==> config.mk <==
export PLATFORM = sky130hd
export DESIGN_NAME = load_store_buffer
export DESIGN_NICKNAME = d
export VERILOG_FILES = /design/src/rtl/load_store_buffer.sv
export SDC_FILE = /design/constraint.sdc
export NUM_CORES = 1
export LEC_CHECK = 0
export BUFFER_PORTS_ARGS = -buffer_cell sky130_fd_sc_hd__buf_2
export CAP_MARGIN = 20
export CORE_MARGIN = 1.5
export CORE_UTILIZATION = 59
export CTS_BUF_LIST = sky130_fd_sc_hd__clkbuf_2
export CTS_CLUSTER_DIAMETER = 80
export DETAILED_ROUTE_END_ITERATION = 6
export PLACE_DENSITY_LB_ADDON = 0.3
export RECOVER_POWER = 25
export SYNTH_ARGS = -nofsm -noshare
export SYNTH_HDL_FRONTEND = slang
export SYNTH_SLANG_ARGS = --single-unit
export TNS_END_PERCENT = 50
==> constraint.sdc <==
create_clock -name clk -period 16.35 [get_ports clk]
set_input_delay 3.27 -clock clk [delete_from_list [all_inputs] [get_ports clk]]
set_output_delay 3.27 -clock clk [all_outputs]
set_load 0.01 [all_outputs]
==> src/rtl/load_store_buffer.sv <==
// In-order load/store queue. Effective addresses are computed at enqueue and only the head issues.
// Stores are announced on the CDB first and written to memory only once the ROB has committed them.
`ifndef LSB_DEFINES
`define LSB_DEFINES
`define OPBus      3:0
`define DataBus    31:0
`define TagBus     3:0
`define AddressBus 31:0
`define LB  4'd1
`define LH  4'd2
`define LW  4'd3
`define LBU 4'd4
`define LHU 4'd5
`define SB  4'd6
`define SH  4'd7
`define SW  4'd8
`endif

module load_store_buffer #(
   parameter int DEPTH       = 16,
   parameter int FULL_MARGIN = 2
) (
   input  logic               clk,
   input  logic               rst_n,
   input  logic               rdy,
   input  logic               LSB_valid,
   input  logic [`OPBus]      LSB_op,
   input  logic [`DataBus]    LSB_reg1,
   input  logic [`DataBus]    LSB_reg2,
   input  logic [`TagBus]     LSB_reg_des_rob,
   input  logic [`DataBus]    LSB_imm,
   input  logic [`AddressBus] LSB_pc,
   output logic               LSB_is_full,
   input  logic               rob_commit_valid,
   input  logic [`TagBus]     rob_commit_tag,
   input  logic               rob_flush,
   output logic               mem_req_valid,
   output logic               mem_req_we,
   output logic [`AddressBus] mem_req_addr,
   output logic [`DataBus]    mem_req_data,
   output logic [1:0]         mem_req_size,
   input  logic               mem_done,
   input  logic [`DataBus]    mem_rdata,
   output logic               LSB_cdb_valid,
   output logic [`TagBus]     LSB_cdb_tag,
   output logic [`DataBus]    LSB_cdb_data
);
   localparam int AW = $clog2(DEPTH);
   localparam int CW = AW + 1;

   typedef enum logic [1:0] {IDLE = 2'd0, BUSY = 2'd1, DRAIN = 2'd2} state_t;
   state_t state_reg, state_next;

   logic [`OPBus]      op_mem   [DEPTH];
   logic [`AddressBus] addr_mem [DEPTH];
   logic [`DataBus]    data_mem [DEPTH];
   logic [`TagBus]     tag_mem  [DEPTH];
   logic [`AddressBus] pc_mem   [DEPTH];

   logic [DEPTH-1:0] committed_reg, announced_reg, valid, committed_now, keep;
   logic [AW-1:0]    head_reg, tail_reg, head_next, tail_next;
   logic [CW-1:0]    count_reg, count_next, kept;
   logic             enq, pop, issue, announce, load_done;
   logic [`OPBus]    head_op;
   logic             head_store, head_committed, head_valid;

   function automatic logic is_store(input logic [`OPBus] op);
      return (op == `SB) || (op == `SH) || (op == `SW);
   endfunction

   function automatic logic [1:0] size_of(input logic [`OPBus] op);
      case (op)
         `LB, `LBU, `SB: return 2'd0;
         `LH, `LHU, `SH: return 2'd1;
         default:        return 2'd2;
      endcase
   endfunction

   function automatic logic [`DataBus] extend(input logic [`OPBus] op, input logic [`DataBus] r);
      case (op)
         `LB:     return {{24{r[7]}}, r[7:0]};
         `LH:     return {{16{r[15]}}, r[15:0]};
         `LBU:    return {24'd0, r[7:0]};
         `LHU:    return {16'd0, r[15:0]};
         default: return r;
      endcase
   endfunction

   // Per-entry occupancy, commit match and flush survival.
   generate
      for (genvar gi = 0; gi < DEPTH; gi++) begin : g_entry
         logic [AW-1:0] offset;
         assign offset            = AW'(gi) - head_reg;
         assign valid[gi]         = {1'b0, offset} < count_reg;
         assign committed_now[gi] = committed_reg[gi] |
                                    (rob_commit_valid & valid[gi] & (tag_mem[gi] == rob_commit_tag));
         assign keep[gi]          = valid[gi] & committed_now[gi] & ~(pop & (head_reg == AW'(gi)));
      end
   endgenerate

   always_comb begin
      kept = '0;
      for (int i = 0; i < DEPTH; i++) kept = kept + CW'(keep[i]);
   end

   assign head_valid     = (count_reg != '0);
   assign head_op        = op_mem[head_reg];
   assign head_store     = is_store(head_op);
   assign head_committed = committed_now[head_reg];
   assign enq            = LSB_valid & (count_reg < CW'(DEPTH)) & ~rob_flush;
   assign LSB_is_full    = (count_reg >= CW'(DEPTH - FULL_MARGIN));

   always_ff @(posedge clk or negedge rst_n) begin
      if (!rst_n)   state_reg <= IDLE;
      else if (rdy) state_reg <= state_next;
   end

   always_comb begin
      state_next = state_reg;
      case (state_reg)
         IDLE:    if (issue) state_next = BUSY;
         BUSY:    if (mem_done) state_next = IDLE;
                  else if (rob_flush && !head_store && !head_committed) state_next = DRAIN;
         DRAIN:   if (mem_done) state_next = IDLE;
         default: state_next = IDLE;
      endcase
   end

   // An uncommitted head is not started in a flush cycle since the flush discards it.
   always_comb begin
      issue     = 1'b0;
      announce  = 1'b0;
      pop       = 1'b0;
      load_done = 1'b0;
      case (state_reg)
         IDLE: if (head_valid && (!rob_flush || head_committed)) begin
            if (!head_store)                  issue    = 1'b1;
            else if (!announced_reg[head_reg]) announce = 1'b1;
            else if (committed_reg[head_reg])  issue    = 1'b1;
         end
         BUSY: if (mem_done) begin
            pop       = 1'b1;
            load_done = !head_store && !rob_flush;
         end
         default: ;
      endcase
   end

   always_comb begin
      head_next = head_reg + AW'(pop);
      if (rob_flush) begin
         tail_next  = head_next + kept[AW-1:0];
         count_next = kept;
      end else begin
         tail_next  = tail_reg + AW'(enq);
         count_next = count_reg + CW'(enq) - CW'(pop);
      end
   end

   always_ff @(posedge clk or negedge rst_n) begin
      if (!rst_n) begin
         head_reg  <= '0;
         tail_reg  <= '0;
         count_reg <= '0;
      end else if (rdy) begin
         head_reg  <= head_next;
         tail_reg  <= tail_next;
         count_reg <= count_next;
      end
   end

   always_ff @(posedge clk or negedge rst_n) begin
      if (!rst_n) begin
         committed_reg <= '0;
         announced_reg <= '0;
      end else if (rdy) begin
         for (int i = 0; i < DEPTH; i++) begin
            if (enq && tail_reg == AW'(i)) begin
               committed_reg[i] <= 1'b0;
               announced_reg[i] <= 1'b0;
            end else begin
               committed_reg[i] <= committed_now[i];
               if (announce && head_reg == AW'(i)) announced_reg[i] <= 1'b1;
            end
         end
      end
   end

   always_ff @(posedge clk) begin
      if (rdy && enq) begin
         op_mem[tail_reg]   <= LSB_op;
         addr_mem[tail_reg] <= LSB_reg1 + LSB_imm;
         data_mem[tail_reg] <= LSB_reg2;
         tag_mem[tail_reg]  <= LSB_reg_des_rob;
         pc_mem[tail_reg]   <= LSB_pc;
      end
   end

   always_ff @(posedge clk or negedge rst_n) begin
      if (!rst_n) begin
         mem_req_valid <= 1'b0;
         mem_req_we    <= 1'b0;
         mem_req_addr  <= '0;
         mem_req_data  <= '0;
         mem_req_size  <= '0;
         LSB_cdb_valid <= 1'b0;
         LSB_cdb_tag   <= '0;
         LSB_cdb_data  <= '0;
      end else if (rdy) begin
         LSB_cdb_valid <= load_done | announce;
         if (load_done) begin
            LSB_cdb_tag  <= tag_mem[head_reg];
            LSB_cdb_data <= extend(head_op, mem_rdata);
         end else if (announce) begin
            LSB_cdb_tag  <= tag_mem[head_reg];
            LSB_cdb_data <= '0;
         end
         if (issue) begin
            mem_req_valid <= 1'b1;
            mem_req_we    <= head_store;
            mem_req_addr  <= addr_mem[head_reg];
            mem_req_data  <= head_store ? data_mem[head_reg] : '0;
            mem_req_size  <= size_of(head_op);
         end else if (state_reg != IDLE && mem_done) begin
            mem_req_valid <= 1'b0;
            mem_req_we    <= 1'b0;
            mem_req_addr  <= '0;
            mem_req_data  <= '0;
            mem_req_size  <= '0;
         end
      end
   end

   assert property (@(posedge clk) disable iff (!rst_n) !(rdy && LSB_valid && count_reg == CW'(DEPTH)));

endmodule

==> results of run 1 <==
[area by class of cell]
class | instances | share of cell area, %
clock inverter | 95 | 0.832
clock buffer | 477 | 3.97
sequential | 1304 | 63.9
multi-input combinational | 1352 | 25.1
tap | 1186 | 2.47
antenna | 3 | 0.0125
timing repair buffer | 304 | 2.80
inverter | 141 | 0.980
[power by group through the flow]
stage	combinational (mW)	sequential (mW)	clock (mW)
2_1_floorplan	2.68	4.16	0
6_report	3.72	4.13	2.12
4_1_cts	3.69	4.13	2.17
5_1_grt	4.06	4.16	2.33
3_3_place_gp	3.59	4.19	0
3_5_place_dp	3.67	4.20	0
[per-stage QoR]
stage          hold WS, ps  instance area [um^2]
3_5_place_dp           469                 57100
3_3_place_gp           461                 57100
5_1_grt                508                 60100
2_1_floorplan          445                 54600
4_1_cts                493                 60000
6_report               494                 60100
[synth_stat cells (42+ instances only)]
cell and instances:
buf_2 42, o21ai_0 58, dfrtp_1 152, inv_1 137
edfxtp_1 1152, nand2_1 173, nor2_1 102, ha_1 92
xor2_1 59, clkbuf_1 81, a21oi_1 81, mux4_2 364
xnor2_1 51
[cell families (layout without fill, tap and decap cells)]
family / Yosys count / in the layout / synth area share (%)
muxes: 405 / 405 / 15.8
xor gates and xnor gates: 110 / 110 / 1.76
and+or+nand+nor: 402 / 402 / 3.27
adders and majority gates: 105 / 105 / 2.59
buffers and inverters: 283 / 1017 / 2.15
DFF: 1304 / 1304 / 70.3
AOI/OAI and AO/OA: 330 / 330 / 4.11
other: 0 / 3 / 0
[cells in the final DEF (no fill, tap or decap), types with 18 or more instances in the layout]
cell	count
xor2_1	59
dfrtp_1	149
nand3_1	36
clkinv_1	83
o21ai_0	58
xnor2_1	51
ha_1	92
a31oi_1	18
clkbuf_2	477
o22ai_1	37
nor2_1	97
buf_4	45
edfxtp_1	1152
nand2_1	173
inv_1	125
mux4_2	364
a21oi_1	81
buf_2	211
mux2i_1	37
clkbuf_1	42
[metal layers]
metal	global-route usage (%)	vias to the layer above	wire length [um]
li1	-	13000	-
met1	36.3	15400	49100
met2	46.3	1460	65800
met3	5.88	226	10200
met4	9.62	4	2980
met5	0	-	65
[path summary, 6_finish.rpt]
kind / from / endpoint / cells after the start
worst min-delay path: LSB_cdb_data[20] / LSB_cdb_data[20] / 1
worst min register to register: LSB_cdb_data[20] / LSB_cdb_data[20] / 1
worst max register to register: head_reg[2] / tail_reg[3] / 24
min in group asynchronous: rst_n / LSB_cdb_tag[1] / 1
max in group asynchronous: rst_n / mem_req_data[28] / 4
worst max-delay path: head_reg[2] / tail_reg[3] / 24
[worst reg2reg max path, cell delays in order, from the launching register on]
cell and delay, ps:
dfrtp_4 1010, clkinv_1 760, ha_1 570, inv_1 50, ha_1 290, a21oi_1 160
o21ai_0 170, a21o_1 260, a21oi_1 240, o221ai_1 200, fa_1 540, inv_1 60
fa_1 490, inv_1 50, fa_1 530, inv_1 50, fa_1 440, ha_1 240
fa_1 630, ha_1 260, a21o_1 180, a21oi_1 180, xnor2_1 150, xnor2_1 160
a31oi_1 100
==> results.yml, run 1 <==
outcome:
  outcome: "finished with violations"
  violations: "capacitance limit, slew limit"
global_route:
  first_global_vias: 31400
  antenna_found_initial: 7
  grt_first_pass_wirelength_mm: 190
  globalRouteOverflowTotal: 0
  grt_usage_pct: 27.6
  largest_net_degree_at_the_start_of_global_routing: 169
timing:
  setup_violations: 0
  drv_slew: 61
  unrepaired_setup_endpoints_after_global_routing: "no"
  max_freq_mhz: 126
  hold_viol_final: 0
  final.setup_skew_ps: 176
  post-route-worst-setup-slack_ps: 8430
  timing.final.crit_share_pct: 48.4
  actual_transition_at_the_worst_max_transition_pin_ps: 2290
  timing.final.crit_period_ps: 7920
  timing.slew.headroom_pct: -52.5
  final.setup.tns_ps: 0
layout:
  layout_top_registers: "addr_mem x512, data_mem x512"
  fin_util_pct: 65.6
  multi_input_area_um2: 15100
  post_layout_nonfiller_instances: 4862
  drive_above_1_share_pct: 31.9
  layout_area_overhead_pct: 10.2
  final_net_count: 3716
  seqCellArea_um2: 38400
  fillers: 6177
worst_setup_path:
  critical_path_buf_inv_count: 5
  cpPeakStageDelay_ps: 1010
  worst_path_most_repeated_cell: "fa_1"
  criticalPathCategory: "flop to flop"
  worstSetupStartpointType: "flop"
  ff2ff_setup_slack_ps: 8430
  worst_ep_arrival_time_ps: 9200
  setup.worst_path.end_class: "flop"
  cp_max_fo: 53
  critical_path.top_delay_family: "adder cells"
  path_cells: "clkinv_1 > ha_1 > inv_1 > ha_1 > a21oi_1 > o21ai_0 > a21o_1 > a21oi_1 > o221ai_1 > fa_1 > inv_1 > fa_1 > inv_1 > fa_1 > inv_1 > fa_1 > ha_1 > fa_1 > ha_1 > a21o_1 > a21oi_1 > xnor2_1 > xnor2_1 > a31oi_1"
  cp_data_required_time_ps: 17640
  slowest_stage: "dfrtp_4"
cts:
  clk_tree_root_cell: "clkbuf_2"
  cts.sink_count: 1304
  cts_resized: 0
  cts_hold_repair.buffers: 0
  cts.clk_slew.worst_paths_ps: 90
  clock_insertion_delay_worst_skew_ps: 1550
  tritoncts: "done"
  cts-buffers-inserted: 329
  postCtsSetupRepairBufs: 0
  max-clock-path-buffers: 4
  htree_levels: 5
logic_synthesis:
  synth.area.top_cells: "edfxtp_1 (63%), mux4_2 (15%), dfrtp_1 (7.0%)"
  synth_nets: 3223
  postSynthRegisterBits: 1304
  seq_area_frac_synth_pct: 70.3
  post-synth-top-area-fraction_pct: 63.4
  synth_async_sr_flop_share_pct: 11.7
  synth_area_leader_cell: "edfxtp_1"
  synth_area_per_cell_um2: 18.6
  syn-instance-count: 2939
  dominantRegCellSynth: "edfxtp_1"
  ys_types: 73
  post_synth_edffs: 1152
  synthesis.yosys.warnings: 0
  mappedNetlistArea_um2: 54600
power:
  clock_power_share_pct: 21.3
  cellPowerDensity_nw_per_um2: 166
  net-switching-power_mw: 3.49
  seqPwrFrac_pct: 41.4
  post-layout-total-power_mw: 9.96
  vdd_drop_max_mv: 0.203
  switching_share_pct: 35.1
  internal-power_mw: 6.47
  comb_power_share_pct: 37.3
  total_leakage_power_nw: 21.6
routing:
  drt_first_pass_iters: 6
  via_count: 30000
  drt_drc_violations_left: 0
  antenna_left: 0
  vias_per_cell: 6.18
  wire_per_inst_um: 26.4
  drt-total-wl_mm: 128
  initialDrtViolationCount: 2973
floorplan:
  initial_utilization_pct: 59.6
  die_area_um2: 94400
  rows: 111
  num_io_pins: 285
  dieWidth_um: 307
  fp.dieH_um: 307
  core_area_um2: 91700
flow_run:
  cap_viol_max_count: 2
placement:
  gp_congestion: 0.927
  numPortBuffers: 252
  post_placement_worst_setup_slack_ps: 7500
  placedCellCount: 4268
  hpwl_mm: 69.6
min_path:
  hp-class: "flop to flop"
Note: power is estimated with default switching activity, not from simulation.
==> run 2: changes to the inputs <==
--- a/config.mk
+++ b/config.mk
@@ -8,7 +8,7 @@
 export BUFFER_PORTS_ARGS = -buffer_cell sky130_fd_sc_hd__buf_2
 export CAP_MARGIN = 20
 export CORE_MARGIN = 1.5
-export CORE_UTILIZATION = 59
+export CORE_UTILIZATION = 57
 export CTS_BUF_LIST = sky130_fd_sc_hd__clkbuf_2
 export CTS_CLUSTER_DIAMETER = 80
 export DETAILED_ROUTE_END_ITERATION = 6
==> constraint.sdc (replaced) <==
create_clock -name clk -period 6.4 [get_ports clk]
set_input_delay 1.28 -clock clk [delete_from_list [all_inputs] [get_ports clk]]
set_output_delay 1.28 -clock clk [all_outputs]
set_load 0.01 [all_outputs]
==> run 2 against run 1 <==
The run still ends with capacitance limit, slew limit left; critical path depth decreased by 1; via count increased by 2.6%; cell area increased by 2.1%; core utilization decreased by 0.96 points; clock power increased by 150%; wire length increased by 3.0%; flip-flop and latch count unchanged; non-clock buffer count increased by 137; fmax increased by 29%; total power increased to 2.6 times the previous value; first-iteration DRC count increased by 0.64%; global-route usage decreased by 0.24 points; critical endpoint unchanged; largest cell class unchanged.
==> results.yml, run 2 (same netlist as run 1, synthesis figures left out) <==
timing:
  setup_violations: 0
  timing.final.crit_period_ps: 6130
  final.setup_skew_ps: 174
  actual_transition_at_the_worst_max_transition_pin_ps: 5630
  drv_slew: 77
  hold_viol_final: 0
  timing.final.crit_share_pct: 95.8
  timing.slew.headroom_pct: -275
  max_freq_mhz: 163
  holdWs_ps: 227
  post-route-worst-setup-slack_ps: 266
worst_setup_path:
  cp_data_required_time_ps: 7700
  criticalPathCategory: "flop to flop"
  setup.worst_path.end_class: "flop"
  regToRegEndpoint: "tail_reg[3]"
  reg2regPathDepth: 23
  worstSetupStartpointType: "flop"
  worst_r2r_startpoint: "head_reg[0]"
  ff2ff_setup_slack_ps: 270
  cp_max_fo: 12
  worst_ep_arrival_time_ps: 7440
routing:
  drt-total-wl_mm: 132
  wire_per_inst_um: 26.0
  antenna_left: 0
  drt_drc_violations_left: 0
  vias_per_cell: 6.08
  via_count: 30800
  initialDrtViolationCount: 2992
  drt_first_pass_iters: 5
outcome:
  outcome: "finished with violations"
  violations: "capacitance limit, slew limit"
cts:
  clock_insertion_delay_worst_skew_ps: 1600
  cts-buffers-inserted: 327
  cts.sink_count: 1304
  clk_tree_root_cell: "clkbuf_2"
  cts.clk_slew.worst_paths_ps: 90
  tritoncts: "done"
  htree_levels: 5
  max-clock-path-buffers: 4
  postCtsSetupRepairBufs: 0
global_route:
  grt_usage_pct: 27.4
  first_global_vias: 32300
  grt_first_pass_wirelength_mm: 197
  globalRouteOverflowTotal: 0
  largest_net_degree_at_the_start_of_global_routing: 173
  antenna_found_initial: 7
min_path:
  hold_path_depth: 4
  min-delay-start: "mem_rdata[10]"
  hp-class: "input port to flop"
  min_delay_worst_endpoint: "LSB_cdb_data[10]"
power:
  clock_power_share_pct: 20.4
  switching_share_pct: 35.1
  total_leakage_power_nw: 22.2
  vdd_drop_max_mv: 0.799
  internal-power_mw: 16.8
  net-switching-power_mw: 9.12
  seqPwrFrac_pct: 40.0
  cellPowerDensity_nw_per_um2: 422
  comb_power_share_pct: 39.6
layout:
  fin_util_pct: 64.7
  final_net_count: 3851
  layout_top_registers: "addr_mem x512, data_mem x512"
  layout.cells.most_common: "edfxtp_1"
  postLayoutCellArea_um2: 61400
  mostFrequentLayoutCells: "edfxtp_1 (1,152), clkbuf_2 (465), mux4_2 (364), buf_2 (211), nand2_1 (173)"
  layout_area_overhead_pct: 12.5
  drive_above_1_share_pct: 33.0
  post_layout_nonfiller_instances: 5071
floorplan:
  fp.dieH_um: 312
  dieWidth_um: 312
  rows: 113
  die_area_um2: 97600
  core_area_um2: 95000
  initial_utilization_pct: 57.5
  num_io_pins: 285
placement:
  numPortBuffers: 252
  post_placement_worst_setup_slack_ps: -75.6
  hpwl_mm: 74.2
  placedCellCount: 4424
  gp_congestion: 0.925
  postPlaceCellArea_um2: 57900
flow_run:
  cap_viol_max_count: 1
run 2: cell type report:
class	instances	area [um^2]
antenna	4	10.0
clock buffer	465	2330
clock inverter	99	472
fill	6554	33600
inverter	141	576
multi-input combinational	1352	15100
sequential	1304	38400
tap	1265	1580
timing repair buffer	441	2930
run 2: worst max-delay path by stage:
stage,startpoint,end,slack (ps),cells past startpoint
floorplan,head_reg[1],tail_reg[3],8,28
global placement,rob_commit_tag[0],tail_reg[3],-80,20
detailed placement,rob_commit_tag[0],tail_reg[3],-80,20
CTS,head_reg[1],tail_reg[3],150,21
global route,count_reg[1],tail_reg[3],-20,20
finish,head_reg[0],tail_reg[3],270,23
run 2: power groups by stage:
stage               sequential, mW  clock [mW]  combinational [mW]
detailed placement            10.6           0                10.1
global route                  10.4        5.84                11.2
global placement              10.5           0                9.90
CTS                           10.4        5.40                10.2
floorplan                     10.6           0                6.87
finish                        10.4        5.29                10.3
run 2: layer usage:
metal	global-route usage, %	vias up	share of wire (%)	wire [um]
met3	5.64	209	8.2	10900
met1	36.8	15900	39	51300
li1	-	13200	-	-
met2	45.3	1499	51	66700
met4	9.09	6	2.3	3100
met5	0	-	0.026	34
run 2: stage by stage:
step | TNS (ps) | total power, mW
5_1_grt | -18.5 | 27.5
3_5_place_dp | -134 | 20.7
4_1_cts | 0 | 26.0
3_3_place_gp | -95.2 | 20.4
6_report | 0 | 25.9
2_1_floorplan | 0 | 17.5
run 2: critical path, cell delays in order (launching register included):
cell       delay, ps
dfrtp_4          540
inv_1             90
ha_1             230
xor2_1           160
ha_1             310
nand2_1           60
o21ai_0          330
a21oi_1          240
o2111ai_1        330
inv_1            100
o221a_2          270
fa_1             490
inv_1             60
fa_1             530
inv_1             50
fa_1             440
ha_1             230
fa_1             490
ha_1             320
a21o_1           170
a21oi_1          170
xnor2_1          160
xnor2_1          150
a31oi_1          100
run 2: what timing repair did:
| action | CTS | global route |
|---|---|---|
| resized for setup | 0 | 10 |
| hold buffers | 64 | 0 |
| endpoints found under the hold margin | 526 | 0 |
| endpoints found under the setup margin | 0 | 3 |
